--- src/rtl/bus_arb_pkg.sv ---
// Shared types and helpers for the round-robin / fixed-priority bus arbiter.
package bus_arb_pkg;

  typedef enum logic [1:0] {
    ARB_IDLE    = 2'd0,
    ARB_GRANTED = 2'd1,
    ARB_OWNED   = 2'd2
  } arb_state_t;

  localparam logic ARB_MODE_FIXED = 1'b0;
  localparam logic ARB_MODE_RR    = 1'b1;

  // Bits needed to index n items, never less than one.
  function automatic int arb_id_width(input int n);
    return (n > 2) ? $clog2(n) : 1;
  endfunction

endpackage

--- src/rtl/rr_picker.sv ---
// Combinational winner picker: rotate the request vector by the pointer,
// find the first set bit, then map the offset back to a channel index.
module rr_picker #(
  parameter int N  = 3,
  parameter int IW = 2
) (
  input  logic [N-1:0]  req,
  input  logic [IW-1:0] ptr,
  input  logic          mode,
  output logic [N-1:0]  winner,
  output logic [IW-1:0] winner_idx,
  output logic          any
);

  localparam int IW1 = IW + 1;
  localparam logic [IW:0] N_W = IW1'(N);

  logic [IW-1:0]  base;
  logic [2*N-1:0] doubled;
  logic [N-1:0]   rotated;
  logic [IW:0]    offset;
  logic [IW:0]    sum;

  // Fixed priority is just a rotation by zero.
  assign base    = mode ? ptr : '0;
  assign doubled = {req, req} >> base;
  assign rotated = doubled[N-1:0];
  assign any     = |req;

  always_comb begin
    offset = '0;
    for (int i = N - 1; i >= 0; i--) begin
      if (rotated[i]) offset = IW1'(i);
    end
    sum = {1'b0, base} + offset;
    if (sum >= N_W) sum = sum - N_W;
  end

  assign winner_idx = sum[IW-1:0];

  generate
    for (genvar gi = 0; gi < N; gi++) begin : g_onehot
      assign winner[gi] = any && (winner_idx == IW'(gi));
    end
  endgenerate

endmodule

--- src/rtl/bus_arbiter_rr.sv ---
// N-channel bus arbiter: registered one-hot grant, busy-based ownership,
// hold-limit preemption request and sticky protocol-error flag.
module bus_arbiter_rr
  import bus_arb_pkg::*;
#(
  parameter int NUM_CHANNELS = 3,
  parameter int MODE_RR      = 1,
  parameter int MAX_HOLD     = 0,
  parameter int ID_WIDTH     = arb_id_width(NUM_CHANNELS)
) (
  input  logic                    clk,
  input  logic                    reset,
  input  logic [NUM_CHANNELS-1:0] req,
  input  logic [NUM_CHANNELS-1:0] busy,
  output logic [NUM_CHANNELS-1:0] grant,
  output logic                    grant_valid,
  output logic [ID_WIDTH-1:0]     grant_id,
  output logic                    preempt,
  output logic                    protocol_err
);

  localparam int HW = arb_id_width(MAX_HOLD + 1);
  localparam logic [HW-1:0] HOLD_MAX = HW'(MAX_HOLD);
  localparam logic [ID_WIDTH-1:0] LAST_ID = ID_WIDTH'(NUM_CHANNELS - 1);
  localparam logic PICK_MODE = (MODE_RR != 0) ? ARB_MODE_RR : ARB_MODE_FIXED;

  arb_state_t              state_reg;
  logic [NUM_CHANNELS-1:0] grant_reg;
  logic [ID_WIDTH-1:0]     grant_id_reg;
  logic [ID_WIDTH-1:0]     ptr_reg;
  logic [HW-1:0]           hold_reg;
  logic                    preempt_reg;
  logic                    err_reg;
  logic                    released_reg;

  logic [NUM_CHANNELS-1:0] pick_onehot;
  logic [ID_WIDTH-1:0]     pick_idx;
  logic                    pick_any;

  logic [NUM_CHANNELS-1:0] last_onehot;
  logic [NUM_CHANNELS-1:0] busy_ok;
  logic                    owner_busy;
  logic                    owner_req;
  logic                    others_req;
  logic                    violation;
  logic [HW-1:0]           hold_next;
  logic                    preempt_hit;

  rr_picker #(
    .N  (NUM_CHANNELS),
    .IW (ID_WIDTH)
  ) u_picker (
    .req        (req),
    .ptr        (ptr_reg),
    .mode       (PICK_MODE),
    .winner     (pick_onehot),
    .winner_idx (pick_idx),
    .any        (pick_any)
  );

  generate
    for (genvar gi = 0; gi < NUM_CHANNELS; gi++) begin : g_last
      assign last_onehot[gi] = (grant_id_reg == ID_WIDTH'(gi));
    end
  endgenerate

  // The previous owner may still show busy in the first free cycle after release.
  assign busy_ok     = grant_reg | (released_reg ? last_onehot : '0);
  assign violation   = |(busy & ~busy_ok);
  assign owner_busy  = |(busy & grant_reg);
  assign owner_req   = |(req & grant_reg);
  assign others_req  = |(req & ~grant_reg);
  assign hold_next   = (hold_reg == HOLD_MAX) ? hold_reg : hold_reg + 1'b1;
  assign preempt_hit = (MAX_HOLD != 0) && (hold_next == HOLD_MAX) && others_req;

  always_ff @(posedge clk) begin
    if (reset) begin
      state_reg    <= ARB_IDLE;
      grant_reg    <= '0;
      grant_id_reg <= '0;
      ptr_reg      <= '0;
      hold_reg     <= '0;
      preempt_reg  <= 1'b0;
      err_reg      <= 1'b0;
      released_reg <= 1'b0;
    end else begin
      err_reg      <= err_reg | violation;
      released_reg <= 1'b0;
      case (state_reg)
        ARB_IDLE: begin
          if (pick_any) begin
            grant_reg    <= pick_onehot;
            grant_id_reg <= pick_idx;
            state_reg    <= ARB_GRANTED;
          end
        end
        ARB_GRANTED: begin
          if (owner_busy) begin
            state_reg <= ARB_OWNED;
            hold_reg  <= '0;
          end else if (!owner_req) begin
            // Abandoned before use: pointer stays put.
            grant_reg <= '0;
            state_reg <= ARB_IDLE;
          end
        end
        ARB_OWNED: begin
          if (owner_busy) begin
            hold_reg <= hold_next;
            if (preempt_hit) preempt_reg <= 1'b1;
          end else begin
            grant_reg    <= '0;
            state_reg    <= ARB_IDLE;
            preempt_reg  <= 1'b0;
            hold_reg     <= '0;
            released_reg <= 1'b1;
            ptr_reg      <= (grant_id_reg == LAST_ID) ? '0 : grant_id_reg + 1'b1;
          end
        end
        default: begin
          state_reg <= ARB_IDLE;
          grant_reg <= '0;
        end
      endcase
    end
  end

  assign grant        = grant_reg;
  assign grant_valid  = |grant_reg;
  assign grant_id     = grant_id_reg;
  assign preempt      = preempt_reg;
  assign protocol_err = err_reg;

endmodule

--- config.mk ---
export PLATFORM = sky130hd
export DESIGN_NAME = bus_arbiter_rr
export DESIGN_NICKNAME = d
export VERILOG_FILES = /design/src/rtl/bus_arb_pkg.sv /design/src/rtl/rr_picker.sv /design/src/rtl/bus_arbiter_rr.sv
export SDC_FILE = /design/constraint.sdc
export NUM_CORES = 1
export LEC_CHECK = 0
export BUFFER_PORTS_ARGS = -buffer_cell sky130_fd_sc_hd__buf_2
export CORE_MARGIN = 8
export CORE_UTILIZATION = 44
export CTS_BUF_LIST = sky130_fd_sc_hd__clkbuf_16
export DETAILED_ROUTE_END_ITERATION = 12
export GPL_TIMING_DRIVEN = 0
export PLACE_DENSITY = 0.67
export SETUP_SLACK_MARGIN = 0.2
export SYNTH_ARGS = -nofsm -noshare
export SYNTH_HDL_FRONTEND = slang
export SYNTH_SLANG_ARGS = --single-unit
--- constraint.sdc ---
create_clock -name clk -period 3.1 [get_ports clk]
set_input_delay 0.155 -clock clk [delete_from_list [all_inputs] [get_ports clk]]
set_output_delay 0.155 -clock clk [all_outputs]
set_load 0.05 [all_outputs]
* After elaboration in Yosys (flattened, before gate mapping) *
Index checks and enable logic that the tools add are counted.

cells by class
  add/sub/neg operators = 3
  shift operators = 1
  $lt $le $gt $ge = 1
  reductions and logical operators = 16
  bitwise gates (word level) = 8
  muxes and demuxes = 17
  equality and inequality tests = 11

operator list
  kind                 number
  $mux 2               9
  $mux 3               5
  $reduce_or 3->1      5
  $and 3x3->3          3
  $pmux 3 s3           1
  $eq 2x1->1 const B   3
  $eq 2x2->1 const B   3
  $logic_not 2->1      3
  $ne 2x2->1 const B   3
  $pmux 2 s3           1
  $shr 6x2->3          1
  $reduce_and 2->1     2
  $reduce_and 4->1     1
  $add 2x2->3          1
  $ge 3x2->1 const B   1
  $logic_and 1x1->1    3
  $ne 3x3->1 const B   1
  $not 3->3            1
  $or 3x3->3           1
  $reduce_and 3->1     1
  $add 2x1->2 const B  1
  $ne 2x1->1 const B   1
  $not 1->1            2
  $reduce_or 2->1      1
  other kinds (3)      3

storage, ports and cells
  input port bits = 8
  output and inout port bits = 8
  bits in registers = 11
  word-level logic and storage cells = 63

* Depth between registers and ports, before layout *
  word-level depth = 11
  mapped depth = 13

* Modules after synthesis *
Synthesis repeated with hierarchy kept, for this count alone.

unflattened totals
  cells, all modules = 91
  area, all modules = 794.5 µm²

by module, submodules not included
  module          area each (µm²)  instances  cells each
  bus_arbiter_rr  586.8            1          65
  rr_picker       207.7            1          26

* Least setup slack after synthesis *
OpenSTA, ideal clock, no wires.

  path type = register to register
  start = reg ptr_reg[1]
  end = reg grant_id_reg[1] (netlist: grant_id[1])
  arrival = 2.590 ns
  path slack = 0.445 ns
  library setup time = 0.065 ns
  stages on the path, launching flop included = 12
  data required time = 3.035 ns
  period minus slack after synthesis = 2.655 ns
  cell sequence = dfxtp_1 -> clkbuf_1 -> or4_1 -> a21oi_1 -> a31oi_1 -> fa_1 -> inv_1 -> ha_1 -> nor3b_1 -> o21ai_0 -> mux2_2 -> nor2_1

on the way
  cells in the longest elaborated chain, start to end = 7
  elaborated cells on any way between the ends = 8
  those cells by class = 2 x add/sub; 1 x order compare; 1 x shift; 4 x mux

RTL lines
  item                                              RTL line               source
  start, declared                                   bus_arbiter_rr.sv:30   logic [ID_WIDTH-1:0] ptr_reg;
  start signal, assigned                            bus_arbiter_rr.sv:117  ptr_reg <= (grant_id_reg == LAST_ID) ? '0 : grant_id_reg + 1'b1;
  $shr 6x2->3                                       rr_picker.sv:26        assign doubled = {req, req} >> base;
  $mux 2 (3 in a row)                               rr_picker.sv:33        if (rotated[i]) offset = IW1'(i);
  $add 2x2->3 (*)                                   rr_picker.sv:35        sum = {1'b0, base} + offset;
  $ge 3x2->1 / $sub 2x2->2 (equally long branches)  rr_picker.sv:36        if (sum >= N_W) sum = sum - N_W;
  $mux 2 (*)                                        rr_picker.sv:36
  end signal, assigned                              bus_arbiter_rr.sv:93   grant_id_reg <= pick_idx;
  end, declared                                     bus_arbiter_rr.sv:29   logic [ID_WIDTH-1:0] grant_id_reg;

Every way passes the cells marked *; elsewhere a longest branch is shown, timed or not.
A chain may end at the register's enable or synchronous reset.

* Worst setup path after layout *
  start = reg ptr_reg[1]
  end = reg grant_reg[2] (netlist: grant[2])

on the way
  cells in the longest elaborated chain, start to end = 11
  elaborated cells on any way between the ends = 12
  those cells by class = 2 x add/sub; 1 x order compare; 1 x eq/ne; 1 x shift; 6 x mux; 1 x reduce/logical

RTL lines
  item                                              RTL line              source
  $shr 6x2->3                                       rr_picker.sv:26
  $mux 2 (3 in a row)                               rr_picker.sv:33
  $add 2x2->3 (*)                                   rr_picker.sv:35
  $ge 3x2->1 / $sub 2x2->2 (equally long branches)  rr_picker.sv:36
  $mux 2 (*)                                        rr_picker.sv:36
  $eq 2x2->1 (*)                                    rr_picker.sv:43       assign winner[gi] = any && (winner_idx == IW'(gi));
  $logic_and 1x1->1 (*)                             rr_picker.sv:43
  $mux 3 (*)                                        bus_arbiter_rr.sv:91  if (pick_any) begin
  $pmux 3 s3 (*)                                    bus_arbiter_rr.sv:89  case (state_reg)
  end signal, assigned                              bus_arbiter_rr.sv:92  grant_reg <= pick_onehot;
  end, declared                                     bus_arbiter_rr.sv:28  logic [NUM_CHANNELS-1:0] grant_reg;

Every way passes the cells marked *; elsewhere a longest branch is shown, timed or not. The select of a mux whose other input is x is not followed.

==> impl_metrics.env <==
export IMPL_first_iter_violations=13
export IMPL_diodes=0
export IMPL_cts_buffer_depth=2
export IMPL_clock_skew_ns=0.001092
export IMPL_utilization=0.5840
export IMPL_async_reset_ff_frac=0
export IMPL_hold_violations=0
export IMPL_worst_pin_slew_ns=0.7373
export IMPL_finalWirelength_um=1571
export IMPL_path_clk_slew_ns=0.04
export IMPL_final_common_cell="buf_2"
export IMPL_drtPass1Iterations=4
export IMPL_dp_hpwl_um=1163
export IMPL_most_common_layout_cells="14 x buf_2, 11 x dfxtp_1, 8 x inv_1"
export IMPL_nNetsFinal=113
export IMPL_grt_max_degree=11
export IMPL_netlist_area_sq_um=688.2
export IMPL_crit_start="ptr_reg[1]"
export IMPL_cp_arrival_ns=2.90
export IMPL_setup_viol=0
export IMPL_vias=651
export IMPL_ys_seq_area_frac=0.3200
export IMPL_outcome="finished, final reports clean"
export IMPL_regToRegSetupSlack_ns=0.32
export IMPL_routed_via_density=5.564
export IMPL_grtUsageTotal=0.1054
export IMPL_cp_required_ns=3.23
export IMPL_synth_nets=95
export IMPL_cts_htree_levels=1
export IMPL_wl_per_cell_um=13.43
export IMPL_first_global_vias=588
export IMPL_initial_core_util=0.4622
export IMPL_antenna_found_initial=0
export IMPL_yosys_warnings=0
export IMPL_fillers=147
export IMPL_dieArea_sq_um=3085
export IMPL_worstReg2RegStart="ptr_reg[1]"
export IMPL_r2r_end="grant[2]"
export IMPL_cts_sinks=11
export IMPL_setup_tns_ns=0
export IMPL_synth_edff_count=0
export IMPL_fin_ws_ns=0.3239
export IMPL_layout_min_cycle_time_ns=2.776
export IMPL_synth_seq_cells=11
export IMPL_area_growth_pct=26.36
export IMPL_clkLatencyLatePin_ns=0.24
export IMPL_slew_viol_final=0
export IMPL_synth_cells=84
export IMPL_powerDensity_nw_per_um2=585.8
export IMPL_die_h_um=55.55
export IMPL_cp_endpoint="grant[2]"
export IMPL_drive_gt1_frac=0.2772
export IMPL_path_class="flop to flop"
export IMPL_gp_congestion=0.8172
export IMPL_grt_pass1_wl_um=2691
export IMPL_synth_ff_type="dfxtp_1"
export IMPL_hp_class="input pin to flop"
export IMPL_port_buffers=13
export IMPL_fin_crit_sh=0.8955
export IMPL_cts_tree="built"
export IMPL_globalRoute_totalOverflow=0
export IMPL_drc=0
export IMPL_core_sq_um=1489
export IMPL_die_w_um=55.55
export IMPL_dpl_worst_slack_ns=0.1622
export IMPL_worstSetupEndpointType="flop"
export IMPL_root_buffer="clkbuf_16"
export IMPL_cp_start_kind="flop"
export IMPL_rows=14
export IMPL_p_leak_nw=0.3855
export IMPL_ant_nets=0
export IMPL_vdd_ir_drop_max_mv=0.4398
export IMPL_worstRegToRegCells=11
export IMPL_slew_headroom=0.5085
export IMPL_num_io_pins=16
export IMPL_fin_total_pwr_uw=509.4
export IMPL_rsz0062_at_grt="no"
export IMPL_largest_reg_flops=3
export IMPL_path_max_fanout=9
export IMPL_cts_buffers=3
export IMPL_syn_avg_cell_area_sq_um=8.192
export IMPL_clock_fmax_ghz=0.3602
export IMPL_yosysUniqueCellTypes=39
export IMPL_cap_violations=0
## stage by stage
step                      instances  hold WS [ns]  area [sq um]
after floorplan                  84        0.3556         688.2
after global placement          113        0.4618         773.2
after detailed placement        113        0.4706         773.2
after CTS                       117        0.2285         852.1
after global routing            117        0.2881         869.6
final                           117        0.2368         869.6
## what timing repair did
action | 4_1_cts | 5_1_grt
setup endpoints to repair | 3 | 5
resized for setup | 1 | 7
endpoints found under the hold margin | 0 | 0
hold buffers | 0 | 0
setup buffers | 0 | 0
pin swaps | 0 | 2
## area by class of cell
cell class | count | area [sq um] | share of cell area
multi-input cells | 62 | 439.2 | 0.5050
flip-flops and latches | 11 | 220.2 | 0.2532
clock buffers | 3 | 75.07 | 0.08633
repair buffers | 13 | 65.06 | 0.07482
inverters | 7 | 26.28 | 0.03022
plain buffers | 4 | 20.02 | 0.02302
well taps | 16 | 20.02 | 0.02302
clock inverters | 1 | 3.754 | 0.004317
## critical path, stage by stage, from the launching register on
cell	delay, ns
dfxtp_1	0.29
buf_2	0.16
or4_1	0.53
a21oi_2	0.16
a31oi_1	0.06
fa_1	0.53
inv_1	0.05
ha_1	0.19
nand3b_1	0.21
a21oi_2	0.24
nor2_1	0.06
a22o_1	0.19
## kinds of logic (layout without fill, tap and decap cells)
group | count (synthesis) | in the layout | synth area share
AND/OR/NAND/NOR | 33 | 33 | 0.2728
AO/OA/AOI/OAI | 21 | 21 | 0.2127
flip-flops | 11 | 11 | 0.3200
buffers and inverters | 11 | 28 | 0.06546
adder cells (fa/ha/maj) | 3 | 3 | 0.06545
multiplexers | 3 | 3 | 0.04545
other | 1 | 1 | 0.005449
XOR/XNOR | 1 | 1 | 0.01273
## layer usage
| layer | track usage | up-vias | part of all wire |
|---|---|---|---|
| met3 | 0.04795 | 2 | 0.048 |
| met5 | 0 | - | 0 |
| met1 | 0.1288 | 300 | 0.50 |
| li1 | - | 337 | - |
| met2 | 0.1458 | 12 | 0.44 |
| met4 | 0.06338 | 0 | 0.014 |
## where the power goes
| group | switching (mW) | leakage (nW) | internal, mW |
|---|---|---|---|
| logic | 0.0764 | 0.253 | 0.0407 |
| registers | 0.0121 | 0.0899 | 0.151 |
| clock network | 0.0600 | 0.0423 | 0.169 |
| total | 0.149 | 0.386 | 0.361 |
## cell usage after synthesis, drive strengths merged, types with 3 or more instances
cell,instances,area share
inv,7,0.038
nor2,7,0.038
nand2,5,0.027
a21oi,6,0.044
a31oi,4,0.036
dfxtp,11,0.32
nor3,5,0.036
o21ai,3,0.022
## worst min path at each step
stage             from            to  slack, ns  depth (start not counted)
6_report       busy[1]  protocol_err       0.24                          3
5_1_grt        busy[1]  protocol_err       0.29                          3
4_1_cts        busy[1]  protocol_err       0.23                          3
3_5_place_dp   busy[1]  protocol_err       0.47                          3
3_3_place_gp   busy[1]  protocol_err       0.46                          3
2_1_floorplan  busy[1]  protocol_err       0.36                          2
(Power assumes the default switching activity.)
